File: src/rtl/id_ex_stage_reg_if.sv
// id_ex_if: ID-side operands, WB bypass inputs and EX-side registered outputs of the ID/EX register
interface id_ex_if #(parameter int CTRL_W = 12, parameter int CNT_W = 16);
    logic              id_valid;
    logic [31:0]       id_pc, id_imm, id_rs_data, id_rt_data;
    logic [4:0]        id_rs, id_rt, id_rd;
    logic [CTRL_W-1:0] id_ctrl;
    logic              wb_RegWrite;
    logic [4:0]        wb_write_addr;
    logic [31:0]       wb_write_data;
    logic              flush, ex_hold;
    logic              ex_valid;
    logic [31:0]       ex_pc, ex_imm, ex_rs_data, ex_rt_data;
    logic [4:0]        ex_rs, ex_rt, ex_rd;
    logic [CTRL_W-1:0] ex_ctrl;
    logic              stall_id;
    logic [CNT_W-1:0]  bubble_cnt;
    modport master (
        output id_valid, id_pc, id_imm, id_rs_data, id_rt_data, id_rs, id_rt, id_rd, id_ctrl,
               wb_RegWrite, wb_write_addr, wb_write_data, flush, ex_hold,
        input  ex_valid, ex_pc, ex_imm, ex_rs_data, ex_rt_data, ex_rs, ex_rt, ex_rd, ex_ctrl,
               stall_id, bubble_cnt
    );
    modport slave (
        input  id_valid, id_pc, id_imm, id_rs_data, id_rt_data, id_rs, id_rt, id_rd, id_ctrl,
               wb_RegWrite, wb_write_addr, wb_write_data, flush, ex_hold,
        output ex_valid, ex_pc, ex_imm, ex_rs_data, ex_rt_data, ex_rs, ex_rt, ex_rd, ex_ctrl,
               stall_id, bubble_cnt
    );
endinterface

File: src/rtl/id_ex_stage_reg.sv
// id_ex_stage_reg: ID/EX pipeline register with load-use bubbling, WB bypass and hold-time operand refresh
module id_ex_stage_reg #(
    parameter int CTRL_W = 12,
    parameter int CNT_W  = 16
) (
    input logic   clk,
    input logic   reset,
    id_ex_if.slave bus
);
    typedef struct packed {
        logic              valid;
        logic [31:0]       pc, imm;
        logic [4:0]        rs, rt, rd;
        logic [31:0]       rs_data, rt_data;
        logic [CTRL_W-1:0] ctrl;
    } ex_t;

    ex_t              ex, ld;
    logic [CNT_W-1:0] cnt;
    logic             load_use;

    function automatic logic [31:0] bypass(input logic [4:0] a, input logic [31:0] d,
                                           input logic we, input logic [4:0] wa, input logic [31:0] wd);
        return (we && wa != 5'd0 && wa == a) ? wd : d;
    endfunction

    assign load_use = ex.valid & ex.ctrl[1] & bus.id_valid & (ex.rt != 5'd0) &
                      ((ex.rt == bus.id_rs) | (ex.rt == bus.id_rt));
    assign bus.stall_id = ~bus.flush & (bus.ex_hold | load_use);

    // next EX contents when the ID instruction is accepted
    always_comb begin
        ld = '{valid:   bus.id_valid,
               pc:      bus.id_pc,
               imm:     bus.id_imm,
               rs:      bus.id_rs,
               rt:      bus.id_rt,
               rd:      bus.id_rd,
               rs_data: bypass(bus.id_rs, bus.id_rs_data, bus.wb_RegWrite, bus.wb_write_addr, bus.wb_write_data),
               rt_data: bypass(bus.id_rt, bus.id_rt_data, bus.wb_RegWrite, bus.wb_write_addr, bus.wb_write_data),
               ctrl:    bus.id_valid ? bus.id_ctrl : '0};
    end

    // flush beats hold, hold beats load-use bubble, otherwise load from ID
    always_ff @(posedge clk or negedge reset) begin
        if (!reset) begin
            ex  <= '0;
            cnt <= '0;
        end else if (bus.flush) begin
            ex <= '0;
        end else if (bus.ex_hold) begin
            if (ex.valid) begin
                ex.rs_data <= bypass(ex.rs, ex.rs_data, bus.wb_RegWrite, bus.wb_write_addr, bus.wb_write_data);
                ex.rt_data <= bypass(ex.rt, ex.rt_data, bus.wb_RegWrite, bus.wb_write_addr, bus.wb_write_data);
            end
        end else if (load_use) begin
            ex <= '0;
            if (~&cnt) cnt <= cnt + 1'b1;
        end else begin
            ex <= ld;
        end
    end

    assign bus.ex_valid   = ex.valid;
    assign bus.ex_pc      = ex.pc;
    assign bus.ex_imm     = ex.imm;
    assign bus.ex_rs      = ex.rs;
    assign bus.ex_rt      = ex.rt;
    assign bus.ex_rd      = ex.rd;
    assign bus.ex_rs_data = ex.rs_data;
    assign bus.ex_rt_data = ex.rt_data;
    assign bus.ex_ctrl    = ex.ctrl;
    assign bus.bubble_cnt = cnt;
endmodule
File: src/flat_wrapper.sv
// flat-port wrapper written by rule: the top's interface ports become plain ports
module id_ex_stage_reg_flat 
#(
    parameter int CTRL_W = 12,
    parameter int CNT_W  = 16
)
  (clk, reset, bus_id_valid, bus_id_pc, bus_id_imm, bus_id_rs_data, bus_id_rt_data, bus_id_rs, bus_id_rt, bus_id_rd, bus_id_ctrl, bus_wb_RegWrite, bus_wb_write_addr, bus_wb_write_data, bus_flush, bus_ex_hold, bus_ex_valid, bus_ex_pc, bus_ex_imm, bus_ex_rs_data, bus_ex_rt_data, bus_ex_rs, bus_ex_rt, bus_ex_rd, bus_ex_ctrl, bus_stall_id, bus_bubble_cnt);
  id_ex_if #(.CTRL_W(CTRL_W), .CNT_W(CNT_W)) bus_i ();
  input logic clk;
  input logic reset;
  input wire logic [$bits(bus_i.id_valid)-1:0] bus_id_valid;
  input wire logic [$bits(bus_i.id_pc)-1:0] bus_id_pc;
  input wire logic [$bits(bus_i.id_imm)-1:0] bus_id_imm;
  input wire logic [$bits(bus_i.id_rs_data)-1:0] bus_id_rs_data;
  input wire logic [$bits(bus_i.id_rt_data)-1:0] bus_id_rt_data;
  input wire logic [$bits(bus_i.id_rs)-1:0] bus_id_rs;
  input wire logic [$bits(bus_i.id_rt)-1:0] bus_id_rt;
  input wire logic [$bits(bus_i.id_rd)-1:0] bus_id_rd;
  input wire logic [$bits(bus_i.id_ctrl)-1:0] bus_id_ctrl;
  input wire logic [$bits(bus_i.wb_RegWrite)-1:0] bus_wb_RegWrite;
  input wire logic [$bits(bus_i.wb_write_addr)-1:0] bus_wb_write_addr;
  input wire logic [$bits(bus_i.wb_write_data)-1:0] bus_wb_write_data;
  input wire logic [$bits(bus_i.flush)-1:0] bus_flush;
  input wire logic [$bits(bus_i.ex_hold)-1:0] bus_ex_hold;
  output wire logic [$bits(bus_i.ex_valid)-1:0] bus_ex_valid;
  output wire logic [$bits(bus_i.ex_pc)-1:0] bus_ex_pc;
  output wire logic [$bits(bus_i.ex_imm)-1:0] bus_ex_imm;
  output wire logic [$bits(bus_i.ex_rs_data)-1:0] bus_ex_rs_data;
  output wire logic [$bits(bus_i.ex_rt_data)-1:0] bus_ex_rt_data;
  output wire logic [$bits(bus_i.ex_rs)-1:0] bus_ex_rs;
  output wire logic [$bits(bus_i.ex_rt)-1:0] bus_ex_rt;
  output wire logic [$bits(bus_i.ex_rd)-1:0] bus_ex_rd;
  output wire logic [$bits(bus_i.ex_ctrl)-1:0] bus_ex_ctrl;
  output wire logic [$bits(bus_i.stall_id)-1:0] bus_stall_id;
  output wire logic [$bits(bus_i.bubble_cnt)-1:0] bus_bubble_cnt;
  assign bus_i.id_valid = bus_id_valid;
  assign bus_i.id_pc = bus_id_pc;
  assign bus_i.id_imm = bus_id_imm;
  assign bus_i.id_rs_data = bus_id_rs_data;
  assign bus_i.id_rt_data = bus_id_rt_data;
  assign bus_i.id_rs = bus_id_rs;
  assign bus_i.id_rt = bus_id_rt;
  assign bus_i.id_rd = bus_id_rd;
  assign bus_i.id_ctrl = bus_id_ctrl;
  assign bus_i.wb_RegWrite = bus_wb_RegWrite;
  assign bus_i.wb_write_addr = bus_wb_write_addr;
  assign bus_i.wb_write_data = bus_wb_write_data;
  assign bus_i.flush = bus_flush;
  assign bus_i.ex_hold = bus_ex_hold;
  assign bus_ex_valid = bus_i.ex_valid;
  assign bus_ex_pc = bus_i.ex_pc;
  assign bus_ex_imm = bus_i.ex_imm;
  assign bus_ex_rs_data = bus_i.ex_rs_data;
  assign bus_ex_rt_data = bus_i.ex_rt_data;
  assign bus_ex_rs = bus_i.ex_rs;
  assign bus_ex_rt = bus_i.ex_rt;
  assign bus_ex_rd = bus_i.ex_rd;
  assign bus_ex_ctrl = bus_i.ex_ctrl;
  assign bus_stall_id = bus_i.stall_id;
  assign bus_bubble_cnt = bus_i.bubble_cnt;
  id_ex_stage_reg #(.CTRL_W(CTRL_W), .CNT_W(CNT_W)) u_core (.clk(clk), .reset(reset), .bus(bus_i));
endmodule
File: config.mk
export PLATFORM = sky130hd
export DESIGN_NAME = id_ex_stage_reg_flat
export DESIGN_NICKNAME = d
export VERILOG_FILES = /design/src/rtl/id_ex_stage_reg_if.sv /design/src/rtl/id_ex_stage_reg.sv /design/src/flat_wrapper.sv
export SDC_FILE = /design/constraint.sdc
export NUM_CORES = 1
export LEC_CHECK = 0
export ABC_AREA = 1
export CORE_UTILIZATION = 45
export CTS_CLUSTER_SIZE = 30
export DETAILED_ROUTE_END_ITERATION = 8
export HOLD_SLACK_MARGIN = 0.03
export MAX_ROUTING_LAYER = met4
export PLACE_DENSITY_LB_ADDON = 0.05
export SYNTH_ARGS = -nofsm -noshare
export SYNTH_HDL_FRONTEND = slang
export SYNTH_SLANG_ARGS = --single-unit
File: constraint.sdc
create_clock -name clk -period 2 [get_ports clk]
set_input_delay 0.5 -clock clk [delete_from_list [all_inputs] [get_ports clk]]
set_output_delay 0.5 -clock clk [all_outputs]
set_load 0.005 [all_outputs]
; ---- Word level (Yosys, flattened, before mapping)
; Index checks and enable logic that the tools add are counted.
[totals]
mem_bits_rw = 0
reg_bits = 172
n_memories = 0
inputBits = 198
out_inout_bits = 173
latch_bits = 0
mem_bits_ro = 0
elab_cells = 53
[op_classes]
add_sub_neg = 1
multipliers = 0
n_bitwise = 10
shift = 0
eq_ne = 10
div_mod_pow = 0
n_reduce_logical = 11
n_mux = 11
magnitude_cmp = 0
[ops]
columns = op, n
row1 = 2-to-1 mux 156 bit, 2
row2 = 2-to-1 mux 32 bit, 4
row3 = 2-to-1 mux 64 bit, 2
row4 = 2-to-1 mux 80 bit, 1
row5 = == test 5 bit, 6
row6 = 2-to-1 mux 12 bit, 2
row7 = adder 16 x 1 -> 16 bit (second input constant), 1
row8 = AND reduction 16 bit, 1
row9 = nonzero test 5 bit, 2
row10 = inequality test 3 x 2 -> 1 bit (second input constant), 3
row11 = bitwise AND 1 bit, 5
row12 = logical AND 1 bit, 5
row13 = AND reduction 2 bit, 2
row14 = AND reduction 4 bit, 1
row15 = inverter 1 bit, 3
row16 = inequality test 2 bit (second input constant), 1
row17 = bitwise OR 1 bit, 2

; ---- Depth between registers and ports, before layout
[logic_depth]
word_depth = 7
mapped_depth = 13
mapped_depth_nobuf = 11

; ---- Least setup slack after synthesis
; No wires, ideal clock.
[synth_path]
kind = input-to-output
startpoint = in bus_id_rs[4]
endpoint = out bus_stall_id
required_time_ns = 1.500
slack_ns = 0.085
n_path_buf = 2
path_stages = 10
t_arrival_ns = 1.415
cell_sequence = inv_1 nand2_1 nand2_1 nor2_1 nand3_1 nand2_1 nand2_2 buf_6 buf_2 o21ai_0
[synth_between]
elab_chain_len = 5
[synth_lines]
columns = element, line
row1 = from (decl), flat_wrapper.sv:16  ; input wire logic [$bits(bus_i.id_rs)-1:0] bus_id_rs;
row2 = == test 5 bit, id_ex_stage_reg.sv:28  ; ((ex.rt == bus.id_rs) | (ex.rt == bus.id_rt));
row3 = bitwise OR 1 bit, id_ex_stage_reg.sv:28
row4 = bitwise AND 1 bit, id_ex_stage_reg.sv:27  ; assign load_use = ex.valid & ex.ctrl[1] & bus.id_valid & (ex.rt != 5'd0) &
row5 = bitwise OR 1 bit, id_ex_stage_reg.sv:29  ; assign bus.stall_id = ~bus.flush & (bus.ex_hold | load_use);
row6 = bitwise AND 1 bit, id_ex_stage_reg.sv:29
row7 = to (decl), flat_wrapper.sv:34  ; output wire logic [$bits(bus_i.stall_id)-1:0] bus_stall_id;
; Every way passes these cells.

; ---- Worst setup path in the final report
[layout_path]
startpoint = reg u_core.ex, in the netlist u_core.bus.ex_rt[1]
endpoint = out bus_stall_id
[layout_between]
elab_chain_len = 5
word_cells_on_any_way = 8
[layout_lines]
columns = element, line
row1 = from (decl), id_ex_stage_reg.sv:18  ; ex_t ex, ld;
row2 = from (signal assigned), id_ex_stage_reg.sv:60  ; ex <= ld;
row3 = == test 5 bit / nonzero test 5 bit (equally long branches), "id_ex_stage_reg.sv:28, id_ex_stage_reg.sv:27"
row4 = bitwise OR 1 bit / bitwise AND 1 bit (equally long branches), "id_ex_stage_reg.sv:28, id_ex_stage_reg.sv:27"
row5 = bitwise AND 1 bit (*), id_ex_stage_reg.sv:27
row6 = bitwise OR 1 bit (*), id_ex_stage_reg.sv:29
row7 = bitwise AND 1 bit (*), id_ex_stage_reg.sv:29
; Mark *: on every way between the ends. The rest lies on a longest branch, timed or not.

==> summary.txt <==
Timing
  – Worst slew slack as a fraction of its limit: 56.8%
  – Setup repair after global routing missed its margin: yes
  – Setup WS post-layout: -0.203 ns
  – Final period utilization: 110%
  – Peak Freq: 0.454 GHz
  – Count of final hold-check violations: 0
  – Final setup violating endpoints: 22
  – Pin slew with the least headroom to its limit: 0.647 ns
  – Final Critical Period: ~2.2 ns
  – Number of pins with negative max-slew slack in the final report: 0
  – Setup clock skew after layout: 0.0163 ns
  – Hold slack: 0.482 ns

Setup path
  – Required time reported for the critical path endpoint: roughly 1.5 ns
  – Critical path data arrival time: between 1.5 and 2 ns
  – Startpoint type of the worst setup path: flip-flop
  – Critical path class: reg -> out
  – Sort of element at the end of the critical path: output pin
  – Worst-case reg-to-reg path depth: 11
  – Terminus of the critical flop-to-flop path: u_core.bus.ex_rs[4]$_DFFE_PN0N_
  – Critical register-to-register path startpoint: u_core.bus.ex_rt[1]$_DFFE_PN0N_
  – Minimum setup slack among reg-to-reg paths: -0.07 ns
  – Maximum fanout along the worst path: 5

Yosys
  – Post-synthesis cell type count: 31
  – Fraction of synthesized cell area in xor and xnor cells: 3.08%
  – Synth Flop Type: dfrtp_1
  – Nets in the synthesized netlist: 1579
  – Avg Synthesized Cell Area: 7.01 sq um
  – Area share of fa/ha/maj cells after synthesis: less than 1%
  – Mux share of post-synthesis cell area: 0%
  – Share of synthesized cell area in and, or, nand and nor gates: between 30% and 40%
  – Sequential fraction of the synthesis area: around 44%
  – Synthesized instance count: 1380
  – Largest family of logic cells by synthesized area: simple AND/OR/NAND/NOR gates
  – Async S/R FF share, synth: 100%
  – Synthesis-stage register bit count: approximately 170
  – Post-synthesis cell area: 9670 sq um
  – Number of enable-type register cells in the synthesized netlist: 0
  – Number of warnings reported in the yosys synthesis log: 0
  – Synth Area in Compound Gates: around 4.2%

Global routing
  – Vias in the first global route: 10.3k
  – Initial antenna violation count: 2
  – Global router's overall resource usage: 31.2%
  – Aggregate global routing overflow: 0
  – Global-route wire length before repair: around 53000 microns
  – Pin count of the biggest net entering global routing: 123

Placement
  – Pre-CTS setup slack: -0.823 ns
  – Total half-perimeter wirelength after legalization and detailed placement: between 20000 and 25000 microns
  – Routability-driven placement congestion ratio: 0.886
  – Placed cell count: 1997
  – IO buf count: 370

Pwr
  – Standby leakage power: between 7 and 8 nW
  – Max rail drop VDD: 0.631 mV
  – Power per unit of standard cell area: between 600 and 700 nW/um^2

Floorplanning
  – Total number of placement rows: 53
  – Std-Cell Core Area: 21000 sq um
  – Full die area: 22100 sq um
  – Number of top-level pins: about 370
  – Vertical die dimension: between 100 and 150 microns
  – Initial core utilization: 46.0%
  – Width of the die: about 150 microns

Clock network
  – CTS clk-pin slew, worst paths: 0.08 ns
  – Clock tree from TritonCTS: done
  – CTS HTree Levels: 4
  – Cts bufs inserted: 17
  – Number of buffers on the longest clock path: 2
  – Clock Tree Root: clkbuf_16
  – Total number of clock tree sinks: ~170
  – Clk Latency, worst-skew pair: 0.44 ns

Cells and area
  – Final nets: 1949
  – Area added between synthesis and finish: 52.9%
  – Fillcell total: roughly 1.7k
  – Reg area: ~4300 sq um
  – Leading cell types in the layout, fill and taps excluded: nand2_1 (555), clkdlybuf4s50_1 (352), nand3_1 (210), dfrtp_1 (162), inv_1 (119)
  – Most common cell after layout, fill and taps aside: nand2_1
  – Final instance count without filler cells: 2040
  – Fraction of final layout cells with drive strength greater than 1: about 8.7%
  – Combined area of the multi-input logic cells: 4510 sq um

Hold path
  – Hold path depth: 2
  – Class of the worst hold path: reg -> reg
  – Worst hold start: u_core.bus.ex_rs_data[16]$_DFFE_PN0P_
  – Worst Hold End: u_core.bus.ex_rs_data[16]$_DFFE_PN0P_

Route
  – WL per Instance: 16.7 microns
  – Post-route DRC violation count: 0
  – Number of DRC markers after the initial detailed-route iteration: about 700
  – Count of nets left with antenna violations after detail routing: 0
  – Via density: 5.20
  – Number of detailed-route iterations in the first pass: 5
  – Final wirelength: 34100 microns
  – Via count of the routed design: 10.6k

Run status
  – Outcome: finished, violations left
  – Violations in the final reports: negative setup slack

Flow run
  – Number of violations of the max-capacitance limit: 0
## worst max-delay path: stages (launching register included)
cell,delay (ns)
dfrtp_2,0.45
buf_4,0.15
nor2_2,0.11
nand4_1,0.13
nand4_1,0.10
inv_1,0.07
nand2_4,0.07
o21ai_2,0.05
buf_2,0.13
## worst max-delay path by stage
| stage | to | slack, ns | from | cells past startpoint |
|---|---|---|---|---|
| 5_1_grt | bus_stall_id | -0.28 | u_core.bus.ex_rt[1]$_DFFE_PN0N_ | 8 |
| 3_5_place_dp | bus_stall_id | -0.82 | bus_id_rs[4] | 10 |
| 6_report | bus_stall_id | -0.20 | u_core.bus.ex_rt[1]$_DFFE_PN0N_ | 8 |
| 2_1_floorplan | bus_stall_id | 0.08 | bus_id_rs[4] | 10 |
| 3_3_place_gp | bus_stall_id | -0.79 | bus_id_rs[4] | 10 |
| 4_1_cts | bus_stall_id | -0.18 | u_core.bus.ex_rt[4]$_DFFE_PN0N_ | 9 |
## area by class of cell
class	count	area share, %
multi-input combinational	990	30.5
tap	275	2.33
timing repair buffer	441	30.7
clock inverter	14	1.01
antenna	2	0.0338
sequential	172	29.2
clock buffer	18	2.97
inverter	128	3.25
## where the power goes
group	leakage (nW)	switching, mW	total, mW	internal (mW)
sequential	2.26	0.142	3.84	3.69
combinational	5.11	0.896	1.95	1.05
clock	0.286	1.65	3.35	1.70
## sequential cells by signal, indices dropped and copies added (netlist names)
| signal | cells |
|---|---|
| u_core.bus.ex_imm | 32 |
| u_core.bus.ex_pc | 32 |
| u_core.bus.ex_rs_data | 32 |
| u_core.bus.ex_rt_data | 32 |
| u_core.bus.bubble_cnt | 16 |
| u_core.bus.ex_ctrl | 12 |
| u_core.bus.ex_rd | 5 |
| u_core.bus.ex_rs | 5 |
| u_core.bus.ex_rt | 5 |
| u_core.bus.ex_valid | 1 |
## per-stage QoR
stage / area, sq um / utilization [%] / power (mW) / TNS [ns]
2_1_floorplan: 9670 / - / 4.56 / 0
3_3_place_gp: 14000 / 66.7 / 5.81 / -67.59
3_5_place_dp: 14000 / 66.7 / 5.83 / -75.97
4_1_cts: 14600 / 69.6 / 9.17 / -0.180
5_1_grt: 14800 / 70.3 / 9.53 / -7.01
6_report: 14800 / 70.3 / 9.13 / -1.27
## Yosys cell counts (2+ instances only)
cell        n  share of area (%)
a21oi_1    32                1.7
buf_1       4               0.16
buf_2      38                2.0
buf_4       3               0.23
buf_6       6               0.70
clkbuf_1   40                1.6
dfrtp_1   172                 44
inv_1     119                4.6
inv_2       9               0.35
nand2_1   556                 22
nand2_2     4               0.26
nand3_1   212                 11
nand4_1    37                2.4
nor2_1     49                1.9
nor2_2      4               0.26
nor3_1      5               0.26
o21ai_0    40                2.1
o22ai_1     4               0.26
or2_2       2               0.13
xnor2_1    15                1.4
xor2_1     19                1.7
## what timing repair did
action,in CTS,in global routing
hold endpoints to repair,37,0
gates resized for setup,27,20
gates cloned,0,5
buffers inserted,1,2
hold buffers,1,0
endpoints found under the setup margin,89,111
pin swaps,4,5
## routing by layer
metal | track usage, % | share of wire (%) | vias to the layer above
li1 | - | - | 5096
met1 | 39.0 | 40 | 4972
met2 | 49.5 | 47 | 476
met3 | 7.70 | 9.6 | 68
met4 | 10.5 | 3.1 | 0
met5 | - | 0 | -
## logic make-up after synthesis
kind of cell,count (synthesis)
AND/OR/NAND/NOR,876
buffers and inverters,219
flip-flops,172
AO/OA/AOI/OAI,78
XOR/XNOR,34
adder cells (fa/ha/maj),1
Power figures use the tool's default switching activity.
